## src/rtl/hazard_ctrl_nport_if.sv

```systemverilog
// Hazard bus between pipeline and hazard controller: E/M/W register info in,
// forwarding selects and stall/bubble controls out.
interface hazard_ctrl_nport_if #(
  parameter int NUM_SRC = 2
);
  logic [5*NUM_SRC-1:0] src_reg_e;
  logic [NUM_SRC-1:0]   src_valid_e;
  logic [4:0]           write_reg_m;
  logic                 reg_write_m;
  logic                 mem_to_reg_m;
  logic [4:0]           write_reg_w;
  logic                 reg_write_w;
  logic [2*NUM_SRC-1:0] forward_sel;
  logic                 stall_cpu;
  logic                 bubble_m;

  modport master (
    output src_reg_e, src_valid_e, write_reg_m, reg_write_m, mem_to_reg_m,
           write_reg_w, reg_write_w,
    input  forward_sel, stall_cpu, bubble_m
  );

  modport slave (
    input  src_reg_e, src_valid_e, write_reg_m, reg_write_m, mem_to_reg_m,
           write_reg_w, reg_write_w,
    output forward_sel, stall_cpu, bubble_m
  );
endinterface

```

## src/rtl/hazard_ctrl_nport.sv

```systemverilog
// N-operand hazard controller: M/W forwarding, LOAD_LAT-cycle load-use stall,
// external stall merge and a saturating stall-cycle counter.
module hazard_ctrl_nport #(
  parameter int NUM_SRC  = 2,
  parameter int LOAD_LAT = 1,
  parameter int CNT_W    = 16
) (
  input  logic                  clk,
  input  logic                  rst_n,
  hazard_ctrl_nport_if.slave    hz,
  input  logic                  stall_req_i,
  input  logic                  fwd_en_i,
  input  logic                  clear_count_i,
  output logic [CNT_W-1:0]      stall_count_o
);

  typedef enum logic {IDLE, LU_STALL} state_t;

  // First cycle of a load-use stall is spent in IDLE, so the countdown covers the rest.
  localparam logic [3:0] LU_INIT = (LOAD_LAT > 1) ? 4'(LOAD_LAT - 2) : 4'd0;

  state_t               state_q, state_d;
  logic [3:0]           lu_cnt_q, lu_cnt_d;
  logic [CNT_W-1:0]     stall_count_q, stall_count_d;
  logic [NUM_SRC-1:0]   match_m, match_w;
  logic                 load_use, any_match;
  logic                 fsm_stall, fsm_bubble;
  logic                 stall_cpu, bubble_m;
  logic [2*NUM_SRC-1:0] fwd_sel;

  always_comb begin
    match_m = '0;
    match_w = '0;
    for (int i = 0; i < NUM_SRC; i++) begin
      match_m[i] = hz.src_valid_e[i] & hz.reg_write_m &
                   (hz.src_reg_e[5*i +: 5] == hz.write_reg_m) &
                   (hz.src_reg_e[5*i +: 5] != 5'd0);
      match_w[i] = hz.src_valid_e[i] & hz.reg_write_w &
                   (hz.src_reg_e[5*i +: 5] == hz.write_reg_w) &
                   (hz.src_reg_e[5*i +: 5] != 5'd0);
    end
  end

  assign load_use  = (|match_m) & hz.mem_to_reg_m;
  assign any_match = (|match_m) | (|match_w);

  always_comb begin
    state_d    = state_q;
    lu_cnt_d   = lu_cnt_q;
    fsm_stall  = 1'b0;
    fsm_bubble = 1'b0;
    case (state_q)
      IDLE: begin
        if (load_use) begin
          fsm_stall  = 1'b1;
          fsm_bubble = 1'b1;
          if (LOAD_LAT > 1) begin
            state_d  = LU_STALL;
            lu_cnt_d = LU_INIT;
          end
        end else if (!fwd_en_i && any_match) begin
          // Stall-only mode: hold E until the producer has retired.
          fsm_stall  = 1'b1;
          fsm_bubble = 1'b1;
        end
      end
      LU_STALL: begin
        fsm_stall = 1'b1;
        if (lu_cnt_q == 4'd0) state_d = IDLE;
        else                  lu_cnt_d = lu_cnt_q - 4'd1;
      end
      default: state_d = IDLE;
    endcase
  end

  assign stall_cpu = rst_n & (fsm_stall | stall_req_i);
  assign bubble_m  = rst_n & fsm_bubble;

  always_comb begin
    fwd_sel = '0;
    if (rst_n && fwd_en_i && !stall_cpu) begin
      for (int i = 0; i < NUM_SRC; i++) begin
        if (match_m[i] && !hz.mem_to_reg_m) fwd_sel[2*i +: 2] = 2'b01;
        else if (match_w[i])                fwd_sel[2*i +: 2] = 2'b10;
      end
    end
  end

  always_comb begin
    stall_count_d = stall_count_q;
    if (clear_count_i)
      stall_count_d = '0;
    else if (stall_cpu && (stall_count_q != {CNT_W{1'b1}}))
      stall_count_d = stall_count_q + 1'b1;
  end

  always_ff @(posedge clk or negedge rst_n) begin
    if (!rst_n) begin
      state_q       <= IDLE;
      lu_cnt_q      <= 4'd0;
      stall_count_q <= '0;
    end else begin
      state_q       <= state_d;
      lu_cnt_q      <= lu_cnt_d;
      stall_count_q <= stall_count_d;
    end
  end

  assign hz.forward_sel = fwd_sel;
  assign hz.stall_cpu   = stall_cpu;
  assign hz.bubble_m    = bubble_m;
  assign stall_count_o  = stall_count_q;

endmodule

```

## src/flat_wrapper.sv

```systemverilog
// flat-port wrapper written by rule: the top's interface ports become plain ports
module hazard_ctrl_nport_flat 
#(
  parameter int NUM_SRC  = 2,
  parameter int LOAD_LAT = 1,
  parameter int CNT_W    = 16
)
  (clk, rst_n, stall_req_i, fwd_en_i, clear_count_i, stall_count_o, hz_src_reg_e, hz_src_valid_e, hz_write_reg_m, hz_reg_write_m, hz_mem_to_reg_m, hz_write_reg_w, hz_reg_write_w, hz_forward_sel, hz_stall_cpu, hz_bubble_m);
  hazard_ctrl_nport_if #(.NUM_SRC(NUM_SRC)) hz_i ();
  input  logic clk;
  input  logic rst_n;
  input  logic stall_req_i;
  input  logic fwd_en_i;
  input  logic clear_count_i;
  output logic [CNT_W-1:0] stall_count_o;
  input wire logic [$bits(hz_i.src_reg_e)-1:0] hz_src_reg_e;
  input wire logic [$bits(hz_i.src_valid_e)-1:0] hz_src_valid_e;
  input wire logic [$bits(hz_i.write_reg_m)-1:0] hz_write_reg_m;
  input wire logic [$bits(hz_i.reg_write_m)-1:0] hz_reg_write_m;
  input wire logic [$bits(hz_i.mem_to_reg_m)-1:0] hz_mem_to_reg_m;
  input wire logic [$bits(hz_i.write_reg_w)-1:0] hz_write_reg_w;
  input wire logic [$bits(hz_i.reg_write_w)-1:0] hz_reg_write_w;
  output wire logic [$bits(hz_i.forward_sel)-1:0] hz_forward_sel;
  output wire logic [$bits(hz_i.stall_cpu)-1:0] hz_stall_cpu;
  output wire logic [$bits(hz_i.bubble_m)-1:0] hz_bubble_m;
  assign hz_i.src_reg_e = hz_src_reg_e;
  assign hz_i.src_valid_e = hz_src_valid_e;
  assign hz_i.write_reg_m = hz_write_reg_m;
  assign hz_i.reg_write_m = hz_reg_write_m;
  assign hz_i.mem_to_reg_m = hz_mem_to_reg_m;
  assign hz_i.write_reg_w = hz_write_reg_w;
  assign hz_i.reg_write_w = hz_reg_write_w;
  assign hz_forward_sel = hz_i.forward_sel;
  assign hz_stall_cpu = hz_i.stall_cpu;
  assign hz_bubble_m = hz_i.bubble_m;
  hazard_ctrl_nport #(.NUM_SRC(NUM_SRC), .LOAD_LAT(LOAD_LAT), .CNT_W(CNT_W)) u_core (.clk(clk), .rst_n(rst_n), .hz(hz_i), .stall_req_i(stall_req_i), .fwd_en_i(fwd_en_i), .clear_count_i(clear_count_i), .stall_count_o(stall_count_o));
endmodule
```

## config.mk

```make
export PLATFORM = sky130hd
export DESIGN_NAME = hazard_ctrl_nport_flat
export DESIGN_NICKNAME = d
export VERILOG_FILES = /design/src/rtl/hazard_ctrl_nport_if.sv /design/src/rtl/hazard_ctrl_nport.sv /design/src/flat_wrapper.sv
export SDC_FILE = /design/constraint.sdc
export NUM_CORES = 1
export LEC_CHECK = 0
export ABC_CLOCK_PERIOD_IN_PS = 4400
export BUFFER_PORTS_ARGS = -buffer_cell sky130_fd_sc_hd__buf_2
export CORE_MARGIN = 2
export CORE_UTILIZATION = 48
export CTS_CLUSTER_DIAMETER = 80
export DETAILED_ROUTE_END_ITERATION = 10
export PLACE_DENSITY = 0.81
export SKIP_CTS_REPAIR_TIMING = 1
export SLEW_MARGIN = 30
export SYNTH_ARGS = -nofsm -noshare
export SYNTH_HDL_FRONTEND = slang
export SYNTH_SLANG_ARGS = --single-unit
```

## constraint.sdc

```tcl
create_clock -name clk -period 4.4 [get_ports clk]
set_clock_uncertainty 0.15 [all_clocks]
set_input_delay 0.44 -clock clk [delete_from_list [all_inputs] [get_ports clk]]
set_output_delay 0.44 -clock clk [all_outputs]
set_load 0.05 [all_outputs]
```

Word-level counts from Yosys, hierarchy flattened
Index checks and enable logic that the tools add are counted.
W data, S select, Z words.
{ "totals": {"ff_bits": 21, "inputBits": 30, "out_inout_bits": 22, "word_cells": 58} }
{ "op_classes": {"n_bitwise": 19, "add_sub_neg": 2, "muxes": 13, "n_eq_ne": 5, "n_reduce_logical": 16} }
{ "ops": {"columns": ["operator", "n"], "rows": [
  ["$mux W16", 2],
  ["$eq A5 B5 Y1", 4],
  ["$add A16 B1 Y16 const B", 1],
  ["$ne A16 B16 Y1 const B", 1],
  ["$and A1 B1 Y1", 15],
  ["$reduce_bool A5 Y1", 2],
  ["$mux W2", 4],
  ["$logic_and A1 B1 Y1", 6],
  ["$mux W1", 5],
  ["$logic_not A4 Y1", 1],
  ["$mux W4", 1],
  ["$reduce_or A2 Y1", 2],
  ["$sub A4 B1 Y4 const B", 1],
  ["$logic_not A1 Y1", 3],
  ["$not A1 Y1", 2],
  ["$or A1 B1 Y1", 2],
  ["$pmux W1 S2", 1],
  ["$reduce_and A2 Y1", 1],
  ["$reduce_bool A2 Y1", 1]
]} }

Depth between registers and ports, before layout
Gate-level depths: netlist (run 1).
{ "logic_depth": {"depth_word": 14, "ltp_mapped": 8, "depth_no_buf": 7} }

Least setup slack after synthesis (run 1)
No wires, ideal clock.
{ "synth_path": {"kind": "input -> output", "startpoint": "input hz_src_reg_e[0]", "endpoint": "output hz_forward_sel[1]", "slack_ps": 1098, "t_required_ps": 3810, "cell_stages": 6, "path_buffers": 0, "arrival_time_ps": 2712, "cell_sequence": "or4_1 > o21ai_0 > nand4b_1 > a21bo_2 > nand4_1 > nor3_1"} }
{ "synth_between": {"elab_chain_cells": 14, "elab_cells_between_ends": 23, "cone_classes": "eq/ne: 2; mux: 6; bitwise: 8; reduce/logical: 7"} }
{ "synth_rtl": {"columns": ["item", "line", "rtl"], "rows": [
  ["start: declaration", "flat_wrapper.sv:16", "input wire logic [$bits(hz_i.src_reg_e)-1:0] hz_src_reg_e;"],
  ["$eq A5 B5 Y1, on equally long branches", "hazard_ctrl_nport.sv:36, hazard_ctrl_nport.sv:39", null],
  ["$and A1 B1 Y1, on equally long branches", "hazard_ctrl_nport.sv:35, hazard_ctrl_nport.sv:38", null],
  ["$and A1 B1 Y1, on equally long branches", "hazard_ctrl_nport.sv:36, hazard_ctrl_nport.sv:39", null],
  ["$reduce_or A2 Y1, on equally long branches", "hazard_ctrl_nport.sv:44, hazard_ctrl_nport.sv:45", null],
  ["$or A1 B1 Y1", "hazard_ctrl_nport.sv:45", "assign any_match = (|match_m) | (|match_w);"],
  ["$logic_and A1 B1 Y1", "hazard_ctrl_nport.sv:61", "end else if (!fwd_en_i && any_match) begin"],
  ["$mux W1", "hazard_ctrl_nport.sv:61", null],
  ["$mux W1", "hazard_ctrl_nport.sv:54", "if (load_use) begin"],
  ["$pmux W1 S2", "hazard_ctrl_nport.sv:52", "case (state_q)"],
  ["$or A1 B1 Y1", "hazard_ctrl_nport.sv:76", "assign stall_cpu = rst_n & (fsm_stall | stall_req_i);"],
  ["$and A1 B1 Y1", "hazard_ctrl_nport.sv:76", null],
  ["$logic_not A1 Y1", "hazard_ctrl_nport.sv:81", "if (rst_n && fwd_en_i && !stall_cpu) begin"],
  ["$logic_and A1 B1 Y1", "hazard_ctrl_nport.sv:81", null],
  ["$mux W4 (*)", "hazard_ctrl_nport.sv:81", null],
  ["end: declaration", "flat_wrapper.sv:23", "output wire logic [$bits(hz_i.forward_sel)-1:0] hz_forward_sel;"]
]} }
Every way passes the cells marked *; elsewhere a longest branch is shown, timed or not.

Final worst setup path (run 1)
Same ends and word-level chain as after synthesis.

==> results of run 1 <==
## state kept, by name, summed over array words and instances (netlist names)
name                  count
u_core.lu_cnt_q           4
u_core.stall_count_o     16
u_core.state_q            1
## per-stage QoR
stage / hold slack, ns / instance area, µm² / std cells
5_1_grt: 0.3850 / 1774 / 254
4_1_cts: -0.06249 / 1764 / 253
6_report: 0.3601 / 1774 / 254
3_5_place_dp: 0.2855 / 1738 / 249
2_1_floorplan: -0.005591 / 1464 / 170
3_3_place_gp: 0.2804 / 1738 / 249
## kinds of logic (layout without fill, tap and decap cells)
logic type | Yosys count | in the layout | synth area share (%)
adder cells (fa/ha/maj) | 2 | 2 | 1.709
multiplexers | 6 | 6 | 4.530
buffers and inverters | 12 | 63 | 3.334
XOR/XNOR | 22 | 22 | 13.16
AO/OA/AOI/OAI | 28 | 28 | 12.05
flip-flops | 21 | 21 | 35.90
AND/OR/NAND/NOR | 79 | 79 | 29.32
## worst register-to-register path, stage by stage (launching register included)
cell and delay (ns):
dfrtp_1 0.46, nand4_1 0.15, nor2_1 0.19, nand3_1 0.14
or3_1 0.50, nand2b_1 0.25, nor3_1 0.08, mux2_1 0.32
## power by group through the flow
| stage | Sequential [W] | Clock (W) | Combinational [W] |
|---|---|---|---|
| after CTS | 0.000196 | 0.0000984 | 0.0000649 |
| after floorplan | 0.000203 | 0 | 0.0000311 |
| after detailed placement | 0.000199 | 0 | 0.0000646 |
| final | 0.000196 | 0.0000938 | 0.0000652 |
| after global placement | 0.000199 | 0 | 0.0000643 |
| after global routing | 0.000196 | 0.000104 | 0.0000718 |
## area by class of cell
cell class,instances,area [µm²],share of cell area (%)
clock buffers,4,26.28,1.481
well taps,33,41.29,2.327
repair buffers,52,265.3,14.95
flip-flops and latches,21,525.5,29.62
multi-input cells,137,889.6,50.14
inverters,7,26.28,1.481
## layer usage
layer	track usage (%)	up-vias	wire length, µm
li1	-	716	-
met3	4.148	4	120
met1	25.82	663	1530
met5	0	-	0
met4	6.169	0	41
met2	31.71	28	1603
## Yosys cell counts, types with 5 or more instances
library cell,number,area [µm²]
nand3_1,7,35.03
nand2_1,12,45.04
inv_1,7,26.28
xor2_1,15,131.4
or3_1,8,50.05
dfrtp_1,21,525.5
xnor2_1,7,61.31
nor2_1,14,52.55
nand4_1,8,50.05
nor3_1,6,30.03
o21ai_0,10,50.05
nor2b_1,5,31.28
nor4_1,5,31.28
a21oi_1,10,50.05
## worst max-delay path by stage
stage	startpoint	end	slack (ns)	depth (start not counted)
detailed placement	hz_src_reg_e[0]	hz_forward_sel[1]	1.47	8
global placement	hz_src_reg_e[0]	hz_forward_sel[3]	1.54	8
global route	hz_src_reg_e[0]	hz_forward_sel[3]	1.32	8
finish	hz_src_reg_e[0]	hz_forward_sel[1]	1.45	8
floorplan	hz_src_reg_e[0]	hz_forward_sel[1]	1.10	6
CTS	hz_src_reg_e[0]	hz_forward_sel[1]	1.46	8
==> impl_metrics.ini, run 1 <==
[timing]
setup_ws_ns = 1.451
max_slew.worst_pin.slew_ns = 0.6061
fin_crit_ns = 2.949
tns_ns = 0
rsz0062_at_grt = no
hold_viol_final = 0
clock.fmax_mhz = 339.1
relSlewSlack_pct = 59.25
fin_crit_sh_pct = 67.02
slew_viol_final = 0
setup_viol = 0

[layout]
fill_cells = 282
fin_util_pct = 59.58
layout_commonest_cell = buf_2
area_delta_synth_final_pct = 21.20
most-common-layout-cells = 51 x buf_2, 21 x dfrtp_1, 15 x xor2_1
num_antenna_cells = 0
final_nets = 254
drive_gt1_share_pct = 26.70

[pwr]
swShare_pct = 27.86
power_frac_comb_pct = 18.4
power_frac_clock_pct = 26.5
seq_power_share_pct = 55.2
p_total_w = 0.0003546
irDropWorstVdd_uv = 210.6
switchingPower_w = 0.00009879
cellPowerDensity_mw_per_mm2 = 199.8
leakage_nw = 0.8217
p_int_w = 0.0002558

[logic_synthesis]
yosysUniqueCellTypes = 33
async_flop_share_pct = 100.0
netlist_area_mm2 = 0.001464
synth_edf_count = 0
synth_ff_type = dfrtp_1
yosys_register_bits = 21
syn-num-nets = 202
yosys_warnings = 0
synthCells = 170
synth_area_per_cell_um2 = 8.611
synth-seq-area-share_pct = 35.90

[clocking]
cts_tree = built
htreeDepth = 1
clkLatencyLatePin_ns = 0.31
root_buffer = clkbuf_4
cts.sinks = 21
clk_pin_slew_ns = 0.11
clockBufferDepth = 2
cts_buffers = 3

[floorplan]
placementRows = 20
core_mm2 = 0.002978
die_x_um = 59.23
die_h_um = 59.23
die_area_mm2 = 0.003508
io_pins = 52
start_util_pct = 49.16

[worst_setup_path]
crit_buf_inv = 2
end_kind = output port
r2r-start = u_core.stall_count_o[7]$_DFFE_PN0P_
cp_top_family = simple AND/OR/NAND/NOR gates
crit_arrival_ns = 2.36
start_kind = input port
criticalPathCategory = in -> out
reg2reg_to = u_core.stall_count_o[5]$_DFFE_PN0P_
crit_top_cell = buf_2
worstPathRequired_ns = 3.81
path_cells = buf_2 -> or4_1 -> o21ai_0 -> nand4b_1 -> a21bo_2 -> nand4_1 -> nor3_1 -> buf_2
r2r_cells = 7
crit_fanout = 4
r2r_slack_ns = 2.05
slowest_stage = or4_1
critPathMaxStageDelay_ns = 0.51

[global_routing]
grt_overflow = 0
antenna_found_initial = 0
grt_pass1_vias = 1251
grt_pass1_wl_um = 5326
track_usage_pct = 19.51
grt_start_max_net_pins = 27

[detailed_routing]
wl_um = 3295
wl_per_cell_um = 12.97
num_vias = 1411
drtPass1Iterations = 4
drt-vias-per-instance = 5.555
antenna_left = 0
drc = 0
drt_iter0_drc = 53

[hold_path]
min_to = u_core.lu_cnt_q[3]$_DFFE_PN0P_
whs_path_depth = 1
hp-start = u_core.lu_cnt_q[3]$_DFFE_PN0P_
hold_class = reg -> reg

[placed_design]
dp_hpwl_um = 2525
io_buffers = 51
pre_cts_slack_ns = 1.470
gp_congestion = 0.9316

[run_status]
outcome = complete, no violations

[run]
drv_cap = 0
(Power assumes the default switching activity.)
==> run 2, diff against run 1 <==
--- a/config.mk
+++ b/config.mk
@@ -5,13 +5,14 @@
 export SDC_FILE = /design/constraint.sdc
 export NUM_CORES = 1
 export LEC_CHECK = 0
-export ABC_CLOCK_PERIOD_IN_PS = 4400
+export ABC_AREA = 1
+export ABC_CLOCK_PERIOD_IN_PS = 2480
 export BUFFER_PORTS_ARGS = -buffer_cell sky130_fd_sc_hd__buf_2
 export CORE_MARGIN = 2
-export CORE_UTILIZATION = 48
+export CORE_UTILIZATION = 47
 export CTS_CLUSTER_DIAMETER = 80
 export DETAILED_ROUTE_END_ITERATION = 10
-export PLACE_DENSITY = 0.81
+export PLACE_DENSITY = 0.8
 export SKIP_CTS_REPAIR_TIMING = 1
 export SLEW_MARGIN = 30
 export SYNTH_ARGS = -nofsm -noshare
==> constraint.sdc (replaced) <==
create_clock -name clk -period 2.48 [get_ports clk]
set_clock_uncertainty 0.15 [all_clocks]
set_input_delay 0.248 -clock clk [delete_from_list [all_inputs] [get_ports clk]]
set_output_delay 0.248 -clock clk [all_outputs]
set_load 0.05 [all_outputs]
==> impl_metrics.ini, run 2 <==
[run_status]
outcome = complete, no violations

[floorplan]
placementRows = 22
die_area_mm2 = 0.004342
die_h_um = 65.90
core_mm2 = 0.003661
die_x_um = 65.90
io_pins = 52
start_util_pct = 49.18

[global_routing]
grt_pass1_vias = 1753
grt_start_max_net_pins = 18
antenna_found_initial = 0
grt_pass1_wl_um = 7258
track_usage_pct = 21.06
grt_overflow = 0

[detailed_routing]
drtPass1Iterations = 5
drt-vias-per-instance = 4.883
drt_iter0_drc = 97
wl_um = 4263
antenna_left = 0
wl_per_cell_um = 10.82
drc = 0
num_vias = 1924

[clocking]
clkLatencyLatePin_ns = 0.26
cts_buffers = 3
cts_tree = built
clk_pin_slew_ns = 0.08
root_buffer = clkbuf_8
clockBufferDepth = 2
htreeDepth = 1
cts.sinks = 21

[logic_synthesis]
ys_top_cells_by_area = dfrtp_1 29%, nand2_1 24%, nand3_1 8.6%
async_flop_share_pct = 100.0
synth_common_cells = 114 x nand2_1, 37 x nor2_1, 35 x inv_1
yosys_register_bits = 21
synth_top_area_share_pct = 29.19
yosysUniqueCellTypes = 28
syn-num-nets = 325
synth_ff_type = dfrtp_1
netlist_area_mm2 = 0.001800
synthCells = 293
yosys_warnings = 0
synth-seq-area-share_pct = 29.19
yosysMostFrequentCell = nand2_1
synth_area_per_cell_um2 = 6.145
synth_edf_count = 0
synth_area_leader_cell = dfrtp_1

[run]
drv_cap = 0

[pwr]
irDropWorstVdd_uv = 291.4
cellPowerDensity_mw_per_mm2 = 354.1
leakage_nw = 1.219

[timing]
tns_ns = 0
hold_ws_ns = 0.2608
clock.fmax_mhz = 459.4
setup_viol = 0
max_slew.worst_pin.slew_ns = 0.5158
relSlewSlack_pct = 65.25
slew_viol_final = 0
fin_crit_ns = 2.177
hold_viol_final = 0
rsz0062_at_grt = no
fin_crit_sh_pct = 87.77

[layout]
final_nets = 379
num_antenna_cells = 0
drive_gt1_share_pct = 20.23
layout_commonest_cell = nand2_1
most-common-layout-cells = 114 x nand2_1, 51 x buf_2, 37 x nor2_1
largest_reg_flops = 16
finalInstanceArea_mm2 = 0.002151
area_delta_synth_final_pct = 19.46

[placed_design]
gp_congestion = 0.9074
placed_cell_area_mm2 = 0.002096
dp_hpwl_um = 3285
io_buffers = 51

[worst_setup_path]
worstPathRequired_ns = 2.08
reg2reg_to = u_core.stall_count_o[0]$_DFFE_PN0P_
r2r_slack_ns = 0.31
end_kind = output port
r2r_cells = 12
criticalPathCategory = in -> out
start_kind = input port
r2r-start = u_core.stall_count_o[0]$_DFFE_PN0P_
crit_arrival_ns = 1.78
crit_start = rst_n
crit_fanout = 14

[hold_path]
hold_class = in -> async
[run 2: cell count changes after synthesis, sizes merged, moves of 6 or more]
cell	before	now
nand2	12	118
inv	7	37
nand3	7	33
nor2	14	40
or3	8	0
a21oi	10	4
xor2	15	9
[run 2: layout make-up]
type,count,area (µm²)
Clock buffer,4,45.04
Fill cell,350,1510
Inverter,38,142.6
Multi-Input combinational cell,229,1097
Sequential cell,21,525.5
Tap cell,48,60.06
Timing Repair Buffer,54,280.3
[run 2: logic make-up after synthesis]
kind of cell	after synthesis	synth area share [%]
compound gates	10	3.196
xor+xnor	15	7.297
fa+ha+maj	2	1.390
buf+inv	43	9.868
flops	21	29.19
simple gates	202	49.06
[run 2: worst max-delay path, cell delays in order]
cell	delay (ns)
dlygate4sd3_1	0.52
buf_2	0.30
buf_4	0.28
nand2_1	0.07
nor2_1	0.09
buf_2	0.27
[run 2: how the worst max path moves through the flow]
| stage | endpoint | slack, ns | depth (start not counted) |
|---|---|---|---|
| 5_1_grt | u_core.stall_count_o[10]$_DFFE_PN0P_ | 0.14 | 12 |
| 3_3_place_gp | hz_forward_sel[0] | 0.36 | 13 |
| 4_1_cts | u_core.stall_count_o[0]$_DFFE_PN0P_ | 0.31 | 12 |
| 3_5_place_dp | u_core.stall_count_o[0]$_DFFE_PN0P_ | 0.35 | 12 |
| 2_1_floorplan | u_core.stall_count_o[0]$_DFFE_PN0P_ | 0.13 | 13 |
| 6_report | hz_bubble_m | 0.30 | 6 |
[run 2: power breakdown]
group / switching, W / internal [W]
clock: 0.000108 / 0.000114
sequential: 0.00000896 / 0.000349
combinational: 0.000122 / 0.0000595
total: 0.000239 / 0.000523
[run 2: through the flow]
step,power (W),setup slack (ns),utilization [%],instances
finish,0.0007617,0.3033,58.75,394
global placement,0.0005413,0.3632,57.25,389
global route,0.0008065,0.1360,58.75,394
detailed placement,0.0005440,0.3460,57.25,389
CTS,0.0007707,0.3073,58.48,393
floorplan,0.0004799,0.1334,-,293
[run 2: routing by layer]
metal,vias to the layer above,global-route usage (%),share of wire (%)
met5,-,0,0
met4,0,5.469,1.1
met3,8,2.726,5.2
met2,56,36.36,46
met1,851,27.65,48
li1,1009,-,-
